## src/rtl/load_store_unit.sv

```systemverilog
// Purpose: RV32I load/store stage driving a word-wide single-port RAM, with read-modify-write for SB/SH.
// Latency: accept->resp_valid is 2 cycles for loads, SW and faults, and 3 cycles for SB/SH.
// Backpressure: req_ready is high only in IDLE; resp_valid is a one-cycle pulse with no backpressure.
// Optional feature: define MISALIGN_TRAP_EN to fault misaligned LH/LHU/SH/LW/SW instead of ignoring low bits.
module load_store_unit #(
    parameter int ADDR_WIDTH = 10,
    parameter int DATA_WIDTH = 32
) (
    input  logic                  clk,
    input  logic                  rst,
    input  logic                  req_valid,
    output logic                  req_ready,
    input  logic                  req_we,
    input  logic [2:0]            req_funct3,
    input  logic [31:0]           req_addr,
    input  logic [DATA_WIDTH-1:0] req_wdata,
    output logic                  resp_valid,
    output logic [DATA_WIDTH-1:0] resp_rdata,
    output logic                  resp_fault,
    output logic                  mem_we,
    output logic [ADDR_WIDTH-1:0] mem_addr,
    output logic [DATA_WIDTH-1:0] mem_wdata,
    input  logic [DATA_WIDTH-1:0] mem_rdata
);

    typedef enum logic [1:0] {IDLE, ACCESS, WRITE, RESP} state_t;

    state_t                  state_q, state_d;
    logic                    we_q;
    logic [2:0]              funct3_q;
    logic [ADDR_WIDTH+1:0]   addr_q;     // only the bits that reach the RAM or select a lane
    logic [DATA_WIDTH-1:0]   wdata_q;
    logic [DATA_WIDTH-1:0]   merge_q;
    logic [DATA_WIDTH-1:0]   rdata_q;
    logic                    fault_q;

    logic                    illegal;
    logic                    misalign;
    logic                    fault;
    logic [7:0]              ld_byte;
    logic [15:0]             ld_half;
    logic [DATA_WIDTH-1:0]   load_ext;
    logic [DATA_WIDTH-1:0]   merged;

    assign mem_addr = addr_q[ADDR_WIDTH+1:2];

    // Classify the latched request: unsupported funct3, plus optional alignment trap
    always_comb begin
        illegal  = we_q ? (funct3_q > 3'd2)
                        : ((funct3_q == 3'd3) || (funct3_q > 3'd5));
`ifdef MISALIGN_TRAP_EN
        misalign = ((funct3_q[1:0] == 2'd1) && addr_q[0]) ||
                   ((funct3_q[1:0] == 2'd2) && (addr_q[1:0] != 2'b00));
`else
        misalign = 1'b0;
`endif
        fault    = illegal || misalign;
    end

    // Pick the addressed lane from the RAM word and extend it to a full register value
    always_comb begin
        ld_byte  = mem_rdata[{addr_q[1:0], 3'b000} +: 8];
        ld_half  = mem_rdata[{addr_q[1], 4'b0000} +: 16];
        load_ext = '0;
        case (funct3_q)
            3'd0:    load_ext = {{24{ld_byte[7]}}, ld_byte};
            3'd1:    load_ext = {{16{ld_half[15]}}, ld_half};
            3'd2:    load_ext = mem_rdata;
            3'd4:    load_ext = {24'd0, ld_byte};
            3'd5:    load_ext = {16'd0, ld_half};
            default: load_ext = '0;
        endcase
    end

    // Overlay the store lane onto the word read back during ACCESS
    always_comb begin
        merged = merge_q;
        if (funct3_q[0] == 1'b0) begin
            merged[{addr_q[1:0], 3'b000} +: 8] = wdata_q[7:0];
        end else begin
            merged[{addr_q[1], 4'b0000} +: 16] = wdata_q[15:0];
        end
    end

    // Next-state and RAM/handshake outputs; RAM writes are blocked whenever rst is high
    always_comb begin
        state_d   = state_q;
        req_ready = 1'b0;
        mem_we    = 1'b0;
        mem_wdata = wdata_q;
        case (state_q)
            IDLE: begin
                req_ready = 1'b1;
                if (req_valid) state_d = ACCESS;
            end
            ACCESS: begin
                if (we_q && !fault && (funct3_q != 3'd2)) begin
                    state_d = WRITE;
                end else begin
                    state_d = RESP;
                end
                if (we_q && !fault && (funct3_q == 3'd2)) mem_we = !rst;
            end
            WRITE: begin
                mem_we    = !rst;
                mem_wdata = merged;
                state_d   = RESP;
            end
            RESP: state_d = IDLE;
            default: state_d = IDLE;
        endcase
    end

    // State register, request capture and ACCESS-cycle result capture
    always_ff @(posedge clk) begin
        if (rst) begin
            state_q  <= IDLE;
            we_q     <= 1'b0;
            funct3_q <= 3'd0;
            addr_q   <= '0;
            wdata_q  <= '0;
            merge_q  <= '0;
            rdata_q  <= '0;
            fault_q  <= 1'b0;
        end else begin
            state_q <= state_d;
            if ((state_q == IDLE) && req_valid) begin
                we_q     <= req_we;
                funct3_q <= req_funct3;
                addr_q   <= req_addr[ADDR_WIDTH+1:0];
                wdata_q  <= req_wdata;
            end
            if (state_q == ACCESS) begin
                fault_q <= fault;
                rdata_q <= (!we_q && !fault) ? load_ext : '0;
                merge_q <= mem_rdata;
            end
        end
    end

    assign resp_valid = (state_q == RESP);
    assign resp_rdata = (state_q == RESP) ? rdata_q : '0;
    assign resp_fault = (state_q == RESP) ? fault_q : 1'b0;

endmodule

```

## config.mk

```make
export PLATFORM = sky130hd
export DESIGN_NAME = load_store_unit
export DESIGN_NICKNAME = d
export VERILOG_FILES = /design/src/rtl/load_store_unit.sv
export SDC_FILE = /design/constraint.sdc
export NUM_CORES = 1
export LEC_CHECK = 0
export CAP_MARGIN = 25
export CORE_MARGIN = 2
export CORE_UTILIZATION = 35
export CTS_CLUSTER_SIZE = 16
export DETAILED_ROUTE_END_ITERATION = 7
export HOLD_SLACK_MARGIN = 0.12
export SLEW_MARGIN = 25
export SYNTH_ARGS = -nofsm -noshare
export SYNTH_HDL_FRONTEND = slang
export SYNTH_SLANG_ARGS = --single-unit
```

## constraint.sdc

```tcl
create_clock -name clk -period 4.55 [get_ports clk]
set_input_delay 1.365 -clock clk [delete_from_list [all_inputs] [get_ports clk]]
set_output_delay 1.365 -clock clk [all_outputs]
set_load 0.01 [all_outputs]
```

======== Word-level counts from Yosys, hierarchy flattened ========
Index checks and enable logic that the tools add are counted.
word-level totals
  word-level logic and storage cells ...... 54
  bits in registers ....................... 115
  input port bits ......................... 103
  output and inout port bits .............. 78
cells by class
  reductions and logical operators ........ 11
  add/subtract/negate cells ............... 2
  shifts and indexed selects .............. 6
  order comparisons ....................... 2
  equal/unequal tests ..................... 10
  multiplexer cells ....................... 15
operators with widths
  operator                                                                  number
  32-bit one-hot mux with 5 select lines                                    1
  32-bit two-way mux                                                        4
  32-bit bitwise mux                                                        2
  16-bit by 7-bit variable shift with 32-bit output (first input constant)  1
  8-bit by 7-bit variable shift with 32-bit output (first input constant)   1
  16-bit by 7-bit variable part select with 32-bit output                   1
  32-bit by 6-bit variable part select with 16-bit output                   1
  32-bit by 6-bit variable part select with 8-bit output                    1
  8-bit by 7-bit variable part select with 32-bit output                    1
  5-bit negation with 7-bit output                                          2
  2-bit one-hot mux with 4 select lines                                     1
  3-bit by 2-bit == test with 1-bit output (second input constant)          2
  3-bit == test (second input constant)                                     2
  1-bit logical AND                                                         5
  1-bit two-way mux                                                         5
  2-bit == test (second input constant)                                     2
  3-bit by 1-bit == test with 1-bit output (second input constant)          1
  3-bit by 2-bit > comparator with 1-bit output (second input constant)     1
  3-bit > comparator (second input constant)                                1
  1-bit logical NOT                                                         3
  3-bit logical NOT                                                         1
  3-bit by 2-bit inequality test with 1-bit output (second input constant)  1
  2-bit by 1-bit == test with 1-bit output (second input constant)          1
  2-bit logical NOT                                                         1
  4 further kinds                                                           4

======== Longest topological paths before layout ========
Gate-level depths: netlist (run 1).
  depth after elaboration ................. 8
  gate-level depth with buffers ........... 8
  depth with buffers taken out ............ 6

======== Least setup slack after synthesis (run 1) ========
No wires, ideal clock.
  path kind ............................... input-to-output
  from .................................... input rst
  to ...................................... output mem_we
  cell stages on the path ................. 3
  path buffers ............................ 2
  data required time ...................... 3.185 ns
  slack ................................... 1.129 ns
  data arrival time ....................... 2.056 ns
  cell sequence ........................... clkbuf_1 clkbuf_1 nor3b_1
on the way
  word-level cells in the longest chain between the ends .. 3
RTL lines
  item                                     line      source
  start: declaration                       10        input logic rst,
  1-bit logical NOT *                      102, 105
  1-bit two-way mux                        102       if (we_q && !fault && (funct3_q == 3'd2)) mem_we = !rst;
  1-bit one-hot mux with 2 select lines *  91        case (state_q)
  end: declaration                         20        output logic mem_we,
Mark *: on every way between the ends. The rest lies on a longest branch, timed or not.

======== Worst setup path after layout (run 1) ========
  from .................................... register addr_q[1]
  to ...................................... output mem_wdata[22]
on the way
  word-level cells in the longest chain between the ends .. 5
  elaborated cells between the ends (all ways) .. 10
  those cells by class .................... 2 x add/sub; 4 x shift; 4 x mux
RTL lines
  item                                                                                   line    source
  start: declaration                                                                     31      logic [ADDR_WIDTH+1:0] addr_q;
  start signal: assignment                                                               130     addr_q <= req_addr[ADDR_WIDTH+1:0];
  5-bit negation with 7-bit output (on tied branches)                                    81, 79
  16-bit by 7-bit variable part select with 32-bit output, or another cell as far along  81      merged[{addr_q[1], 4'b0000} +: 16] = wdata_q[15:0];
  32-bit bitwise mux (on tied branches)                                                  81, 79
  32-bit two-way mux *                                                                   78      if (funct3_q[0] == 1'b0) begin
  32-bit two-way mux *                                                                   91
  end: declaration                                                                       22      output logic [DATA_WIDTH-1:0] mem_wdata,
Marks and branches as above.

==> impl_results.md, run 1 <==
- Status: completed
- Final slew viol count: 0
- CTS tree: done
- CTS clock-pin slew for the worst setup and hold paths: 0.05 ns
- Cells after DPL: 1031
- Pleak: 2.91 nW
- Final weighted congestion in routability-driven placement: 0.890
- Post-synth cell types: 47
- Number of synthesized flops with an enable pin: 0
- Period utilization: 95.5%
- Clock sink count: 115
- TNS Setup: 0 ns
- WL/cell: 18.4 µm
- Global-route wire length before repair: 30100 µm
- First-iteration detailed-routing DRC count: 411
- Placed inst area: 0.00755 mm²
- Core Region: 0.0166 mm²
- Number of buffers created by CTS: 17
- Cell Area, Synth: 0.00593 mm²
- Worst R2R Setup Slack: 2.15 ns
- Max-cap viol count: 0
- Post-CTS Hold Buffers: 0
- I/O Pins: 181
- Syn Nets: 817
- End of the worst hold path: addr_q[5]
- Top cell type's share of synthesized area: 38.8%
- Worst-margin pin slew: 0.919 ns
- Row count: 47
- Reg-to-reg critical path endpoint: rdata_q[18]
- Share of cells above drive strength 1: 8.82%
- RSZ-0062 raised after global routing: no
- Post_cts resized: 0
- Clk Latency, worst-skew pair: 0.42 ns
- Initial core utilization: 35.8%
- CP Capture Type: primary output
- Clock skew: 0.0124 ns
- Min Hold Slack: 0.454 ns
- Cell with the most instances after synthesis: nand2_1
- Final non-filler cell total: 1059
- Synth-to-Final Area Change: 37.1%
- Final setup fails: 0
- Req. time, crit path: 3.18 ns
- Worst R2R Path Depth: 7
- Worst EP arrival: 2.98 ns
- Clock root buffer: clkbuf_16
- Total number of vias: 5660
- GRT Residual Overflow: 0
- Worst Hold Class: register to register
- Worst Setup Path Type: register to primary output
- Setup Fix Bufs, Post-CTS: 0
- PwrDens: 539 mW/mm²
- Headroom to the max-slew limit: 38.7%
- Largest cells by area after synthesis: dfxtp_1 (39%), nand2_1 (8.9%), mux2i_1 (6.2%)
- Hold Path Stages: 2
- Antenna cells: 0
- Area leader, netlist: dfxtp_1
- Net count, final: 942
- Worst VDD drop: 296 µV
- Sequential area share after synthesis: 38.8%
- I/O Buffers: 160
- Max FO, Critical Path: 8
- Vias in the first global route: 5494
- Minimum clock period: 4.35 ns
- Most used DFF post-synth: dfxtp_1
- 1st-pass router iterations: 6
- Finished Cell Area: 0.00813 mm²
- Yosys warnings: 0
- Final HPWL from detailed placement: 14100 µm
- Largest net degree at the start of global routing: 67
- Hold Violations, Final: 0
- Die Span Y: 134 µm
- Post-detailed-routing wire length: 19400 µm
- GR Util All Layers: 21.8%
- Seq cells post-synth: 115
- FMAX: 0.230 GHz
- Via density per instance: 5.34
- DR DRC count: 0
- Syn avg cell area: 8.42 µm²
- Initial antenna violation count: 0
- H-tree depth: 4
- Die W: 134 µm
- R2R Path Start: state_q[1]
- Top cells by count, synth: nand2_1 (140), dfxtp_1 (115), a21oi_1 (62), nor2_1 (47), mux2i_1 (37)
- Async S/R FF share, synth: 0%
- Hold Crit Start: addr_q[5]
- Routed Antenna Nets: 0
- Die area: 0.0180 mm²
- Critical path startpoint category: register
- Post-synthesis cell count: 705
- Longest Clk Path Bufs: 2
[critical path, cell delays in order, from the launching register on]
cell             delay (ns)
dfxtp_1                0.32
inv_1                  0.16
ha_1                   0.37
nor3b_1                0.33
a32o_1                 0.41
a22oi_1                0.17
a21oi_1                0.23
clkdlybuf4s50_1        0.57
[metrics by stage]
stage | total power, mW | setup WS (ns) | util [%]
2_1_floorplan | 2.51 | 1.13 | -
3_3_place_gp | 3.02 | 0.700 | 45.5
3_5_place_dp | 3.06 | 0.684 | 45.5
4_1_cts | 4.40 | 0.229 | 49.0
5_1_grt | 4.63 | 0.0354 | 49.0
6_report | 4.38 | 0.204 | 49.0
[how the worst max path moves through the flow]
stage	from	endpoint
after global routing	funct3_q[0]	mem_wdata[22]
final	addr_q[1]	mem_wdata[22]
after floorplan	rst	mem_we
after global placement	funct3_q[0]	mem_wdata[15]
after detailed placement	funct3_q[0]	mem_wdata[15]
after CTS	funct3_q[0]	mem_wdata[12]
[cell usage in the layout, fill, tap and decap left out, drive strengths merged, types with 9 or more instances in the layout]
cell / synthesis / layout
and2: 34 / 34
a21oi: 63 / 63
a22oi: 24 / 24
buf: 37 / 13
a221oi: 25 / 25
a31oi: 9 / 9
ha: 9 / 9
clkbuf: 29 / 23
mux2i: 38 / 38
o21ai: 13 / 13
nand2: 140 / 140
mux2: 15 / 15
inv: 16 / 16
nor2: 47 / 47
dfxtp: 115 / 115
nor2b: 10 / 10
clkdlybuf4s50: 0 / 159
a22o: 24 / 24
[sequential cells by signal (all words and copies together) (netlist names)]
signal,flops
addr_q,12
merge_q,32
rdata_q,32
funct3_q,3
we_q,1
fault_q,1
state_q,2
wdata_q,32
[layer usage]
metal  part of all wire [%]  global-route usage (%)  wire length, µm
met1                     45                    28.6             8740
met2                     45                    34.4             8790
met3                    8.4                    6.69             1640
met4                    1.3                    6.78              262
met5                      0                       0                0
[power by group]
part	internal (mW)	switching (mW)
Sequential	1.24	0.218
Combinational	0.726	0.874
Clock	0.876	0.444
[final cells by class]
| cell class | count | area, µm² |
|---|---|---|
| clock buffers | 23 | 508 |
| clock inverters | 5 | 75.1 |
| fillers | 1561 | 8450 |
| inverters | 16 | 62.6 |
| multi-input cells | 508 | 3220 |
| flip-flops and latches | 115 | 2300 |
| well taps | 220 | 275 |
| repair buffers | 172 | 1690 |
[cell families after synthesis]
| kind of cell | after synthesis | share of synthesized area, % |
|---|---|---|
| AO/OA/AOI/OAI | 201 | 24.1 |
| adder cells (fa/ha/maj) | 9 | 1.90 |
| buffers and inverters | 82 | 7.17 |
| flip-flops | 115 | 38.8 |
| multiplexers | 53 | 9.32 |
| AND/OR/NAND/NOR | 245 | 18.7 |
(Power assumes the default switching activity.)
==> run 2, diff against run 1 <==
--- a/config.mk
+++ b/config.mk
@@ -11,6 +11,7 @@
 export CTS_CLUSTER_SIZE = 16
 export DETAILED_ROUTE_END_ITERATION = 7
 export HOLD_SLACK_MARGIN = 0.12
+export PLACE_DENSITY = 0.64
 export SLEW_MARGIN = 25
 export SYNTH_ARGS = -nofsm -noshare
 export SYNTH_HDL_FRONTEND = slang
==> impl_results.md, run 2 (synthesized netlist as in run 1, its figures left out) <==
- Status: completed
- Initial core utilization: 35.8%
- Clk Latency, worst-skew pair: 0.42 ns
- CTS tree: done
- Worst R2R Setup Slack: 2.16 ns
- R2R Path Start: state_q[1]
- Via density per instance: 5.39
- GR Util All Layers: 21.7%
- Reg-to-reg critical path endpoint: rdata_q[30]
- Total number of vias: 5731
- Number of buffers created by CTS: 17
- End of the worst hold path: addr_q[4]
- Clock skew: 0.00889 ns
- Slowest cell delay on critical path: 0.56 ns
- Setup Fix Bufs, Post-CTS: 0
- Die area: 0.0180 mm²
- Placed inst area: 0.00756 mm²
- Clock sink count: 115
- Core Region: 0.0166 mm²
- Sw power: 1.54 mW
- Antenna cells: 0
- Biggest regs: merge_q x32, rdata_q x32, wdata_q x32
- Largest net degree at the start of global routing: 66
- FMAX: 0.233 GHz
- Period utilization: 94.2%
- Worst R2R Path Depth: 7
- Max-cap viol count: 0
- PwrDens: 531 mW/mm²
- I/O Pins: 181
- Worst EP arrival: 2.92 ns
- Row count: 47
- Sequential share of power: 33.6%
- Final slew viol count: 0
- Final HPWL from detailed placement: 13800 µm
- Longest Clk Path Bufs: 2
- Leading cell type in the layout, fill and taps excluded: clkdlybuf4s50_1
- Logic pwr share: 37.6%
- I/O Buffers: 160
- TNS Setup: 0 ns
- Worst path top cell family by delay: compound AO/OA/AOI/OAI gates
- Critical path startpoint category: register
- Worst-margin pin slew: 0.700 ns
- Clock group share of total power: 28.8%
- Post-CTS Hold Buffers: 0
- Hold Path Stages: 2
- Routed Antenna Nets: 0
- 1st-pass router iterations: 8
- Initial antenna violation count: 0
- Global-route wire length before repair: 30300 µm
- Clock root buffer: clkbuf_16
- H-tree depth: 4
- CP Capture Type: primary output
- Most frequent cells in the layout: clkdlybuf4s50_1 (159), nand2_1 (140), dfxtp_1 (115)
- Final setup fails: 0
- CP Cell Sequence: inv_1 > ha_1 > nor3b_1 > a32o_1 > a22oi_1 > a21oi_1 > clkdlybuf4s50_1
- Req. time, crit path: 3.18 ns
- RSZ-0062 raised after global routing: no
- Post-detailed-routing wire length: 19800 µm
- Net count, final: 944
- First-iteration detailed-routing DRC count: 625
- Worst Hold Class: register to register
- Finished Cell Area: 0.00811 mm²
- Post_cts resized: 0
- Die Span Y: 134 µm
- Pint: 2.76 mW
- WL/cell: 18.6 µm
- DR DRC count: 0
- # fillers: 1694
- Vias in the first global route: 5368
- Minimum clock period: 4.29 ns
- CTS clock-pin slew for the worst setup and hold paths: 0.05 ns
- Die W: 134 µm
- Hold Crit Start: addr_q[4]
- Hold Violations, Final: 0
- Share of cells above drive strength 1: 9.00%
- Worst Setup Path Type: register to primary output
- Final weighted congestion in routability-driven placement: 0.829
- GRT Residual Overflow: 0
- Synth-to-Final Area Change: 36.7%
- Headroom to the max-slew limit: 53.4%
- CP bufs+invs: 2
- Sw Share: 35.9%
- Worst VDD drop: 292 µV
- Pleak: 2.91 nW
- Max FO, Critical Path: 8
- Worst path slowest cell: clkdlybuf4s50_1
## run 2: cell types whose count changed in the layout (fill, tap and decap cells not counted), sizes merged
cell    delta
buf        +2
bufinv     -2
clkbuf     +4
clkinv     +1
## run 2: metrics by stage
stage                     utilization (%)  setup WS (ns)  std cells  power [mW]  hold slack (ns)
after floorplan                         -           1.13        705        2.51            0.436
after global placement               45.6          0.726       1033        3.05            0.441
after detailed placement             45.6          0.731       1033        3.06            0.446
after CTS                            48.9          0.280       1064        4.31            0.452
after global routing                 48.9          0.141       1064        4.54            0.468
final                                48.9          0.264       1064        4.31            0.450
## run 2: worst max path at each step
| stage | to | slack, ns | startpoint | cells past startpoint |
|---|---|---|---|---|
| final | mem_wdata[16] | 0.26 | addr_q[1] | 7 |
| after global routing | mem_wdata[16] | 0.14 | addr_q[1] | 7 |
| after CTS | mem_wdata[16] | 0.28 | addr_q[1] | 7 |
| after detailed placement | mem_wdata[16] | 0.73 | addr_q[1] | 7 |
| after global placement | mem_wdata[16] | 0.73 | addr_q[1] | 7 |
| after floorplan | mem_we | 1.13 | rst | 3 |
## run 2: per-layer routing
metal | up-vias | wire (µm) | track usage [%]
met1 | 2671 | 9130 | 30.7
li1 | 2761 | - | -
met4 | 0 | 363 | 6.55
met5 | - | 0 | 0
met3 | 34 | 1770 | 5.71
met2 | 265 | 8530 | 32.4
## run 2: final cells by class
| type | count | area, µm² | share of cell area [%] |
|---|---|---|---|
| inverter | 16 | 62.6 | 0.771 |
| tap | 220 | 275 | 3.39 |
| clock buffer | 27 | 533 | 6.57 |
| timing repair buffer | 174 | 1700 | 21.0 |
| multi-input combinational | 508 | 3210 | 39.6 |
| clock inverter | 4 | 20.0 | 0.247 |
| sequential | 115 | 2300 | 28.4 |
## run 2: tightest hold or removal path, cell delays in order (launching register included)
cell	delay, ns
dfxtp_1	0.30
nand2_1	0.05
a21oi_1	0.05
## run 2: power by group through the flow
| stage | combinational [mW] | sequential [mW] | clock (mW) |
|---|---|---|---|
| after floorplan | 1.13 | 1.37 | 0 |
| after global placement | 1.60 | 1.45 | 0 |
| after detailed placement | 1.60 | 1.46 | 0 |
| after CTS | 1.62 | 1.44 | 1.26 |
| after global routing | 1.77 | 1.47 | 1.29 |
| final | 1.62 | 1.45 | 1.24 |
